`src/rtl/rr_radar_xmtr_if.sv`:
```
// Signal bundle between the AGC-side harness and the rendezvous-radar transmitter.
// The transmitter takes the slave side; the harness or bench drives the master side.
interface rr_radar_xmtr_if;
  logic        RRSYNC;
  logic        RRRANG;
  logic        RRRARA;
  logic        wr_range;
  logic        wr_rate;
  logic [14:0] din;
  logic        clr_err;
  logic        RRIN1;
  logic        RRIN0;
  logic        busy;
  logic [3:0]  bitcnt;
  logic        word_done;
  logic        word_abort;
  logic        overrun;
  logic        sel_err;

  modport master (
    output RRSYNC, RRRANG, RRRARA, wr_range, wr_rate, din, clr_err,
    input  RRIN1, RRIN0, busy, bitcnt, word_done, word_abort, overrun, sel_err
  );

  modport slave (
    input  RRSYNC, RRRANG, RRRARA, wr_range, wr_rate, din, clr_err,
    output RRIN1, RRIN0, busy, bitcnt, word_done, word_abort, overrun, sel_err
  );
endinterface

```
`src/rtl/rr_radar_xmtr.sv`:
```
// Rendezvous-radar serial transmitter: returns one bit of a 15-bit range or
// range-rate word, MSB first, on RRIN1/RRIN0 for each RRSYNC gating pulse.
module rr_radar_xmtr #(
  parameter int BIT_DELAY = 2,
  parameter int PULSE_W   = 1,
  parameter int TIMEOUT   = 4096
) (
  input logic            CLOCK,
  input logic            rst_,
  rr_radar_xmtr_if.slave bus
);

  localparam logic [1:0] IDLE  = 2'd0;
  localparam logic [1:0] DELAY = 2'd1;
  localparam logic [1:0] PULSE = 2'd2;
  localparam logic [1:0] WAIT  = 2'd3;

  logic [1:0]  state;
  logic [14:0] range_h;
  logic [14:0] rate_h;
  logic [14:0] sr;
  logic        sync_q;
  logic        sync_edge;
  logic [3:0]  dcnt;
  logic [2:0]  pcnt;
  logic [15:0] tcnt;
  logic [3:0]  bit_q;
  logic        one_q;
  logic        zero_q;
  logic        done_q;
  logic        abort_q;
  logic        ovr_q;
  logic        sel_q;
  logic        ovr_set;
  logic        sel_set;

  // A held-high RRSYNC only counts once, on its low-to-high transition.
  assign sync_edge = bus.RRSYNC & ~sync_q;
  assign ovr_set   = sync_edge && (state == DELAY || state == PULSE);
  assign sel_set   = sync_edge && (state == IDLE) && (bus.RRRANG == bus.RRRARA);

  always_ff @(posedge CLOCK or negedge rst_) begin
    if (!rst_) begin
      sync_q  <= 1'b0;
      range_h <= '0;
      rate_h  <= '0;
    end else begin
      sync_q <= bus.RRSYNC;
      if (bus.wr_range) range_h <= bus.din;
      if (bus.wr_rate)  rate_h  <= bus.din;
    end
  end

  always_ff @(posedge CLOCK or negedge rst_) begin
    if (!rst_) begin
      state   <= IDLE;
      sr      <= '0;
      dcnt    <= '0;
      pcnt    <= '0;
      tcnt    <= '0;
      bit_q   <= '0;
      one_q   <= 1'b0;
      zero_q  <= 1'b0;
      done_q  <= 1'b0;
      abort_q <= 1'b0;
    end else begin
      done_q  <= 1'b0;
      abort_q <= 1'b0;
      case (state)
        IDLE: begin
          if (sync_edge) begin
            if (bus.RRRANG == bus.RRRARA) sr <= '0;
            else if (bus.RRRANG)          sr <= range_h;
            else                          sr <= rate_h;
            dcnt  <= '0;
            state <= DELAY;
          end
        end
        DELAY: begin
          if (dcnt == 4'(BIT_DELAY - 1)) begin
            one_q  <= sr[14];
            zero_q <= ~sr[14];
            pcnt   <= '0;
            state  <= PULSE;
          end else begin
            dcnt <= dcnt + 4'd1;
          end
        end
        PULSE: begin
          if (pcnt == 3'(PULSE_W - 1)) begin
            one_q  <= 1'b0;
            zero_q <= 1'b0;
            sr     <= {sr[13:0], 1'b0};
            if (bit_q == 4'd14) begin
              bit_q  <= '0;
              done_q <= 1'b1;
              state  <= IDLE;
            end else begin
              bit_q <= bit_q + 4'd1;
              tcnt  <= '0;
              state <= WAIT;
            end
          end else begin
            pcnt <= pcnt + 3'd1;
          end
        end
        WAIT: begin
          // The word selection is kept from word start; a new edge just schedules the next bit.
          if (sync_edge) begin
            dcnt  <= '0;
            state <= DELAY;
          end else if (tcnt == 16'(TIMEOUT - 1)) begin
            abort_q <= 1'b1;
            bit_q   <= '0;
            state   <= IDLE;
          end else begin
            tcnt <= tcnt + 16'd1;
          end
        end
        default: state <= IDLE;
      endcase
    end
  end

  // A freshly detected error beats a simultaneous clear.
  always_ff @(posedge CLOCK or negedge rst_) begin
    if (!rst_) begin
      ovr_q <= 1'b0;
      sel_q <= 1'b0;
    end else begin
      if (ovr_set)          ovr_q <= 1'b1;
      else if (bus.clr_err) ovr_q <= 1'b0;
      if (sel_set)          sel_q <= 1'b1;
      else if (bus.clr_err) sel_q <= 1'b0;
    end
  end

  assign bus.RRIN1      = one_q;
  assign bus.RRIN0      = zero_q;
  assign bus.busy       = (state != IDLE);
  assign bus.bitcnt     = bit_q;
  assign bus.word_done  = done_q;
  assign bus.word_abort = abort_q;
  assign bus.overrun    = ovr_q;
  assign bus.sel_err    = sel_q;

endmodule

```
`src/flat_wrapper.sv`:
```
// flat-port wrapper written by rule: the top's interface ports become plain ports
module rr_radar_xmtr_flat 
#(
  parameter int BIT_DELAY = 2,
  parameter int PULSE_W   = 1,
  parameter int TIMEOUT   = 4096
)
  (CLOCK, rst_, bus_RRSYNC, bus_RRRANG, bus_RRRARA, bus_wr_range, bus_wr_rate, bus_din, bus_clr_err, bus_RRIN1, bus_RRIN0, bus_busy, bus_bitcnt, bus_word_done, bus_word_abort, bus_overrun, bus_sel_err);
  rr_radar_xmtr_if bus_i ();
  input logic CLOCK;
  input logic rst_;
  input wire logic [$bits(bus_i.RRSYNC)-1:0] bus_RRSYNC;
  input wire logic [$bits(bus_i.RRRANG)-1:0] bus_RRRANG;
  input wire logic [$bits(bus_i.RRRARA)-1:0] bus_RRRARA;
  input wire logic [$bits(bus_i.wr_range)-1:0] bus_wr_range;
  input wire logic [$bits(bus_i.wr_rate)-1:0] bus_wr_rate;
  input wire logic [$bits(bus_i.din)-1:0] bus_din;
  input wire logic [$bits(bus_i.clr_err)-1:0] bus_clr_err;
  output wire logic [$bits(bus_i.RRIN1)-1:0] bus_RRIN1;
  output wire logic [$bits(bus_i.RRIN0)-1:0] bus_RRIN0;
  output wire logic [$bits(bus_i.busy)-1:0] bus_busy;
  output wire logic [$bits(bus_i.bitcnt)-1:0] bus_bitcnt;
  output wire logic [$bits(bus_i.word_done)-1:0] bus_word_done;
  output wire logic [$bits(bus_i.word_abort)-1:0] bus_word_abort;
  output wire logic [$bits(bus_i.overrun)-1:0] bus_overrun;
  output wire logic [$bits(bus_i.sel_err)-1:0] bus_sel_err;
  assign bus_i.RRSYNC = bus_RRSYNC;
  assign bus_i.RRRANG = bus_RRRANG;
  assign bus_i.RRRARA = bus_RRRARA;
  assign bus_i.wr_range = bus_wr_range;
  assign bus_i.wr_rate = bus_wr_rate;
  assign bus_i.din = bus_din;
  assign bus_i.clr_err = bus_clr_err;
  assign bus_RRIN1 = bus_i.RRIN1;
  assign bus_RRIN0 = bus_i.RRIN0;
  assign bus_busy = bus_i.busy;
  assign bus_bitcnt = bus_i.bitcnt;
  assign bus_word_done = bus_i.word_done;
  assign bus_word_abort = bus_i.word_abort;
  assign bus_overrun = bus_i.overrun;
  assign bus_sel_err = bus_i.sel_err;
  rr_radar_xmtr #(.BIT_DELAY(BIT_DELAY), .PULSE_W(PULSE_W), .TIMEOUT(TIMEOUT)) u_core (.CLOCK(CLOCK), .rst_(rst_), .bus(bus_i));
endmodule
```
`config.mk`:
```
export PLATFORM = sky130hd
export DESIGN_NAME = rr_radar_xmtr_flat
export DESIGN_NICKNAME = d
export VERILOG_FILES = /design/src/rtl/rr_radar_xmtr_if.sv /design/src/rtl/rr_radar_xmtr.sv /design/src/flat_wrapper.sv
export SDC_FILE = /design/constraint.sdc
export NUM_CORES = 1
export LEC_CHECK = 0
export CAP_MARGIN = 0
export CORE_ASPECT_RATIO = 1.5
export CORE_UTILIZATION = 40
export DETAILED_ROUTE_END_ITERATION = 10
export PLACE_DENSITY = 0.62
export SLEW_MARGIN = 0
export SYNTH_ARGS = -nofsm -noshare
export SYNTH_HDL_FRONTEND = slang
export SYNTH_SLANG_ARGS = --single-unit
```
`constraint.sdc`:
```
create_clock -name CLOCK -period 4.6 [get_ports CLOCK]
set_clock_uncertainty 0.2 [all_clocks]
set_input_delay 0.69 -clock CLOCK [delete_from_list [all_inputs] [get_ports CLOCK]]
set_output_delay 0.69 -clock CLOCK [all_outputs]
set_load 0.01 [all_outputs]
```
==> Word-level counts from Yosys, hierarchy flattened <==
Index checks and enable logic that the tools add are counted.
{ "op_classes": {"n_addsub": 4, "eq_ne": 18, "n_mux": 42, "bitwise_logic": 3, "reduce_logical": 21} }
{ "ops": {"columns": ["operator", "count"], "rows": [
  ["16-bit 2-to-1 mux", 4],
  ["15-bit 2-to-1 mux", 4],
  ["16-bit case mux with 2 select lines", 1],
  ["15-bit case mux with 2 select lines", 1],
  ["4-bit 2-to-1 mux", 6],
  ["16-bit by 1-bit adder with 16-bit output, second input constant", 1],
  ["16-bit by 12-bit == test with 1-bit output, second input constant", 1],
  ["4-bit case mux with 2 select lines", 2],
  ["2-bit != test, second input constant", 7],
  ["2-bit nonzero test", 7],
  ["1-bit 2-to-1 mux", 12],
  ["2-bit 2-to-1 mux", 6],
  ["3-bit AND reduction", 4],
  ["4-bit by 1-bit adder with 4-bit output, second input constant", 2],
  ["2-bit case mux with 4 select lines", 1],
  ["4-bit AND reduction", 2],
  ["3-bit 2-to-1 mux", 2],
  ["2-bit by 1-bit != test with 1-bit output, second input constant", 3],
  ["3-bit case mux with 2 select lines", 1],
  ["5-bit AND reduction", 1],
  ["2-bit == test, second input constant", 2],
  ["4-bit by 1-bit == test with 1-bit output, second input constant", 1],
  ["4-bit == test, second input constant", 1],
  ["1-bit case mux with 2 select lines", 2],
  ["other kinds (11)", 14]
]} }
{ "totals": {"reg_bits": 81, "input_bits": 23, "output_inout_bits": 11, "word_cells": 103} }

==> Logic depth before layout (Yosys ltp) <==
{ "depth": {"depth_word": 5, "mapped_depth": 9, "depth_no_buf": 7} }

==> Worst setup path after synthesis <==
OpenSTA, ideal clock, no wires.
{ "synth_timing": {"kind": "register -> register", "from": "reg u_core.tcnt[0]", "to": "reg u_core.tcnt[9]", "setup_time_ns": 0.078, "arrival_time_ns": 1.816, "required_time_ns": 4.322, "setup_slack_ns": 2.506, "stages_incl_launch_ff": 8, "path_buffers": 1, "period_less_slack_ns": 2.094, "path_cell_list": "dfrtp_1 ha_1 and4_4 and3_4 and3_4 buf_6 or4_1 a21oi_1"} }
{ "synth_via": {"elab_chain_cells": 4, "word_cells_on_any_way": 7, "classes_between": "1 x add/sub; 2 x eq/ne; 3 x mux; 1 x reduce/logical"} }
{ "synth_rtl": {"columns": ["element", "line_no", "text"], "rows": [
  ["start: declaration", "rr_radar_xmtr.sv:26", "logic [15:0] tcnt;"],
  ["start signal: assignment", "rr_radar_xmtr.sv:117", "tcnt <= tcnt + 16'd1;"],
  ["16-bit by 1-bit adder with 16-bit output", "rr_radar_xmtr.sv:117", null],
  ["16-bit 2-to-1 mux", "rr_radar_xmtr.sv:112", "end else if (tcnt == 16'(TIMEOUT - 1)) begin"],
  ["16-bit 2-to-1 mux", "rr_radar_xmtr.sv:109", "if (sync_edge) begin"],
  ["16-bit case mux with 2 select lines", "rr_radar_xmtr.sv:69", "case (state)"]
]} }
Parallel ways exist; a longest one is shown, timed or not. The select of a mux whose other input is x is not followed.
A chain may end at the register's enable or synchronous reset.

==> Worst setup path after layout <==
{ "layout_timing": {"from": "reg u_core.state[0]", "to": "reg u_core.tcnt[9]"} }
{ "layout_via": {"elab_chain_cells": 3, "word_cells_on_any_way": 9, "classes_between": "6 x eq/ne; 1 x mux; 2 x reduce/logical"} }
{ "layout_rtl": {"columns": ["element", "line_no", "text"], "rows": [
  ["start: declaration", "rr_radar_xmtr.sv:18", "logic [1:0] state;"],
  ["start signal: assignment", "rr_radar_xmtr.sv:56", "state <= IDLE;"],
  ["start signal: assignment", "rr_radar_xmtr.sv:76", "state <= DELAY;"],
  ["start signal: assignment", "rr_radar_xmtr.sv:84", "state <= PULSE;"],
  ["2-bit == test", "rr_radar_xmtr.sv:69", null],
  ["2-bit != test (no line) / 2-bit nonzero test (equally long branches)", null, null],
  ["5-bit AND reduction (no line)", null, null]
]} }
Parallel ways exist; a longest one is shown, timed or not.

==> impl_results.html <==
<table>
<tr><th>Metric</th><th>Value</th></tr>
<tr><th colspan="2">CTS</th></tr>
<tr><td>Max Buffers Root-to-Sink</td><td>2</td></tr>
<tr><td>CTS hold repair buffers</td><td>0</td></tr>
<tr><td>Worst-path clk slew</td><td>roughly 0.07 ns</td></tr>
<tr><td>Post-CTS resize count</td><td>0</td></tr>
<tr><td>Later-pin clock latency in the skew report</td><td>~0.34 ns</td></tr>
<tr><td>Clock buffer count from CTS</td><td>9</td></tr>
<tr><td>H-tree levels</td><td>3</td></tr>
<tr><td>CTS root buffer</td><td>sky130_fd_sc_hd__clkbuf_16</td></tr>
<tr><td>TritonCTS clock tree</td><td>done</td></tr>
<tr><td>Post-CTS setup repair buffer count</td><td>0</td></tr>
<tr><td>Clk sink count</td><td>81</td></tr>
<tr><th colspan="2">Setup path</th></tr>
<tr><td>Worst reg2reg path depth</td><td>7</td></tr>
<tr><td>Critical path startpoint category</td><td>flip-flop</td></tr>
<tr><td>Critical path data arrival time</td><td>2.94 ns</td></tr>
<tr><td>Crit Path Max Fanout</td><td>20</td></tr>
<tr><td>Worst R2R Setup Slack</td><td>1.73 ns</td></tr>
<tr><td>End of the worst register-to-register path</td><td>u_core.tcnt[9]</td></tr>
<tr><td>Critical path class</td><td>reg2reg</td></tr>
<tr><td>First element of the critical path</td><td>u_core.state[0]</td></tr>
<tr><td>FF-to-FF Start</td><td>u_core.state[0]</td></tr>
<tr><td>Capture point of the worst path</td><td>u_core.tcnt[9]</td></tr>
<tr><td>Critical path capture point type</td><td>flip-flop</td></tr>
<tr><td>Required time of the critical path</td><td>roughly 4.7 ns</td></tr>
<tr><th colspan="2">Synth</th></tr>
<tr><td>Number of warning messages in the yosys log</td><td>0</td></tr>
<tr><td>Post-synth top area cell</td><td>sky130_fd_sc_hd__dfrtp_1</td></tr>
<tr><td>Number of nets produced by synthesis</td><td>435</td></tr>
<tr><td>Post-synthesis adder-cell area fraction</td><td>roughly 3.7%</td></tr>
<tr><td>Mux share of post-synthesis cell area</td><td>10.2%</td></tr>
<tr><td>Number of distinct standard cells referenced by the synthesized netlist</td><td>47</td></tr>
<tr><td>Proportion of netlist area held by the largest area contributor</td><td>49.4%</td></tr>
<tr><td>Register area share after synthesis</td><td>between 40 and 50%</td></tr>
<tr><td>Syn Inst Count</td><td>400</td></tr>
<tr><td>EDFF count, synth</td><td>0</td></tr>
<tr><td>Synthesized cell area</td><td>4100 sq um</td></tr>
<tr><td>Cell types with the largest area share after synthesis</td><td>sky130_fd_sc_hd__dfrtp_1 49%, sky130_fd_sc_hd__mux2_2 8.5%, sky130_fd_sc_hd__o21ai_0 6.3%, sky130_fd_sc_hd__a221o_1 4.1%, sky130_fd_sc_hd__nand2_1 3.9%</td></tr>
<tr><td>Area share of and/or/nand/nor cells after synthesis</td><td>roughly 14%</td></tr>
<tr><td>Async set-reset flop share out of synthesis</td><td>100%</td></tr>
<tr><td>Mean post-synth cell area</td><td>10.3 sq um</td></tr>
<tr><td>Count of state elements after synthesis</td><td>81</td></tr>
<tr><td>Ys flop type</td><td>sky130_fd_sc_hd__dfrtp_1</td></tr>
<tr><td>Synth Area in Compound Gates</td><td>18.8%</td></tr>
<tr><td>Largest family of logic cells by synthesized area</td><td>compound AO/OA/AOI/OAI gates</td></tr>
<tr><td>Post-synthesis xor/xnor area fraction</td><td>0%</td></tr>
<tr><th colspan="2">Min path</th></tr>
<tr><td>Classification of the worst-slack hold path</td><td>reg2reg</td></tr>
<tr><th colspan="2">Power</th></tr>
<tr><td>Maximum vdd drop</td><td>0.283 mV</td></tr>
<tr><td>Final Total Pwr</td><td>~2.5 mW</td></tr>
<tr><td>PD cells</td><td>528 nW/um^2</td></tr>
<tr><td>Leakage power summed over all cells</td><td>1.98 nW</td></tr>
<tr><th colspan="2">Final layout</th></tr>
<tr><td>Nets</td><td>461</td></tr>
<tr><td>Number of diodes</td><td>0</td></tr>
<tr><td>Synthesis-to-layout area growth</td><td>17.4%</td></tr>
<tr><td>Share of cells above drive strength 1</td><td>13.0%</td></tr>
<tr><th colspan="2">Timing</th></tr>
<tr><td>Unrepaired setup endpoints after global routing</td><td>no</td></tr>
<tr><td>Final critical path time including I/O delays and setup</td><td>2.87 ns</td></tr>
<tr><td>Total of endpoints with negative setup slack in the final report</td><td>0</td></tr>
<tr><td>Share of the clock period used by the worst path after layout</td><td>62.4%</td></tr>
<tr><td>Max-slew headroom at the worst pin</td><td>21.6%</td></tr>
<tr><td>Final Hold Viols</td><td>0</td></tr>
<tr><td>Max frequency</td><td>around 350 MHz</td></tr>
<tr><td>Fin Setup TNS</td><td>0 ns</td></tr>
<tr><td>Tightest Pin Transition</td><td>1.17 ns</td></tr>
<tr><td>Final Max Tran Viols</td><td>0</td></tr>
<tr><td>Final hold slack</td><td>0.279 ns</td></tr>
<tr><th colspan="2">Floorplanning</th></tr>
<tr><td>Starting density of the core</td><td>41.9%</td></tr>
<tr><td>Die ar.</td><td>about 11000 sq um</td></tr>
<tr><td>Placeable core region</td><td>~9800 sq um</td></tr>
<tr><td>I/O pin total</td><td>34</td></tr>
<tr><td>Die width</td><td>about 85 microns</td></tr>
<tr><td>DIE HEIGHT</td><td>roughly 130 microns</td></tr>
<tr><td>Std-Cell Rows</td><td>between 40 and 50</td></tr>
<tr><th colspan="2">Route</th></tr>
<tr><td>Routed wire length per instance</td><td>around 16 microns</td></tr>
<tr><td>Total iterations of the first detailed-routing run</td><td>4</td></tr>
<tr><td>Total number of vias</td><td>3098</td></tr>
<tr><td>Count of antenna-violating nets left after detailed routing</td><td>0</td></tr>
<tr><td>Detailed-route wire length</td><td>8680 microns</td></tr>
<tr><td>Routed vias/inst</td><td>5.67</td></tr>
<tr><td>Detailed Route Iter0 Violations</td><td>128</td></tr>
<tr><td>Count of unresolved DRC violations after routing</td><td>0</td></tr>
<tr><th colspan="2">Global routing</th></tr>
<tr><td>Number of antenna violations at the first check in global routing</td><td>0</td></tr>
<tr><td>Vias in the first global route</td><td>3154</td></tr>
<tr><td>Total gr overflow</td><td>0</td></tr>
<tr><td>Largest net degree at the start of global routing</td><td>82</td></tr>
<tr><td>Global routing usage summed across all routing layers</td><td>18.0%</td></tr>
<tr><td>First-pass GRT wire length</td><td>15100 microns</td></tr>
<tr><th colspan="2">Place</th></tr>
<tr><td>I/O Buffers</td><td>33</td></tr>
<tr><td>Final HPWL from detailed placement</td><td>6140 microns</td></tr>
<tr><td>Placer's final routability congestion estimate</td><td>0.834</td></tr>
<tr><th colspan="2">Run</th></tr>
<tr><td>Number of violations of the max-capacitance limit</td><td>0</td></tr>
<tr><th colspan="2">Outcome</th></tr>
<tr><td>Result of the run</td><td>finished clean</td></tr>
</table>
[synthesized netlist by cell type, drive strengths merged (3+ instances only)]
master,count
a21oi,14
a221o,17
a22o,3
a31oi,5
and3,4
clkbuf,18
dfrtp,81
ha,12
inv,17
mux2,31
mux2i,7
nand2,43
nand2b,6
nand3,16
nand4,5
nor2,17
nor2b,3
nor3,8
nor4,3
o21ai,52
o31ai,8
[critical path: stages (launching register included)]
cell,delay (ns)
sky130_fd_sc_hd__dfrtp_1,0.39
sky130_fd_sc_hd__inv_1,0.10
sky130_fd_sc_hd__ha_1,0.37
sky130_fd_sc_hd__inv_1,0.48
sky130_fd_sc_hd__a21oi_1,0.13
sky130_fd_sc_hd__nand2b_1,0.38
sky130_fd_sc_hd__or4_1,0.58
sky130_fd_sc_hd__a21oi_1,0.15
[through the flow]
step / util [%] / worst slack [ns] / cells / instance area, sq um
CTS: 49.1 / 1.72 / 546 / 4810
global route: 49.1 / 1.39 / 546 / 4810
finish: 49.1 / 1.73 / 546 / 4810
global placement: 46.0 / 1.72 / 530 / 4500
floorplan: - / 2.51 / 400 / 4100
detailed placement: 46.0 / 1.65 / 530 / 4500
[where the power goes]
part	switching [mW]	internal, mW	total [mW]	leakage, nW
sequential	0.117	0.860	0.977	1.02
clock	0.307	0.442	0.749	0.150
combinational	0.480	0.337	0.817	0.813
[layer usage]
metal  global-route usage [%]  routed length [microns]  up-vias
met1                     20.2                     3590     1509
met5                        0                        0        -
li1                         -                        -     1529
met4                     7.88                      191        0
met2                     33.2                     4710       44
met3                     2.95                      187       16
[layout by cell type, fill, tap and decap left out, types with 5 or more instances in the layout]
| master | synthesis | final |
|---|---|---|
| sky130_fd_sc_hd__dfrtp_1 | 81 | 81 |
| sky130_fd_sc_hd__o21ai_0 | 52 | 52 |
| sky130_fd_sc_hd__nand2_1 | 43 | 43 |
| sky130_fd_sc_hd__clkdlybuf4s50_1 | 0 | 32 |
| sky130_fd_sc_hd__mux2_2 | 31 | 31 |
| sky130_fd_sc_hd__inv_1 | 17 | 17 |
| sky130_fd_sc_hd__nor2_1 | 17 | 17 |
| sky130_fd_sc_hd__a221o_1 | 17 | 17 |
| sky130_fd_sc_hd__nand3_1 | 16 | 16 |
| sky130_fd_sc_hd__a21oi_1 | 14 | 14 |
| sky130_fd_sc_hd__ha_1 | 12 | 12 |
| sky130_fd_sc_hd__clkbuf_16 | 0 | 9 |
| sky130_fd_sc_hd__o31ai_1 | 8 | 8 |
| sky130_fd_sc_hd__nor3_1 | 8 | 8 |
| sky130_fd_sc_hd__mux2i_1 | 7 | 7 |
| sky130_fd_sc_hd__nand2b_1 | 6 | 6 |
| sky130_fd_sc_hd__nand4_1 | 5 | 5 |
| sky130_fd_sc_hd__a31oi_1 | 5 | 5 |
[worst min-delay path by stage]
stage,startpoint,endpoint,cells after the start
3_5_place_dp,u_core.sr[13],u_core.sr[13],2
4_1_cts,u_core.sr[1],u_core.sr[1],2
5_1_grt,u_core.sr[0],u_core.sr[0],2
3_3_place_gp,u_core.sr[13],u_core.sr[13],2
2_1_floorplan,rst_,u_core.bus.RRIN0,0
6_report,u_core.sr[13],u_core.sr[13],2
[sequential cells by signal (all words and copies together), names as in the netlist]
name                   count
u_core.sr                 15
u_core.pcnt                3
u_core.bus.RRIN0           1
u_core.dcnt                4
u_core.bus.RRIN1           1
u_core.bus.bitcnt          4
u_core.bus.word_abort      1
u_core.rate_h             15
u_core.bus.overrun         1
u_core.tcnt               16
u_core.range_h            15
u_core.bus.sel_err         1
u_core.bus.word_done       1
u_core.sync_q              1
u_core.state               2
[cell families (layout without fill, tap and decap cells)]
group	Yosys count	in the layout
compound gates	117	117
simple gates	116	116
flops	81	81
mux	38	38
buf+inv	36	67
fa+ha+maj	12	12
[layout make-up]
type | instances | area [sq um]
fill | 940 | 4980
sequential | 81 | 2030
multi-input combinational | 283 | 1930
timing repair buffer | 34 | 335
clock buffer | 10 | 239
tap | 115 | 144
clock inverter | 6 | 72.6
inverter | 17 | 63.8
Note: power is estimated with default switching activity, not from simulation.
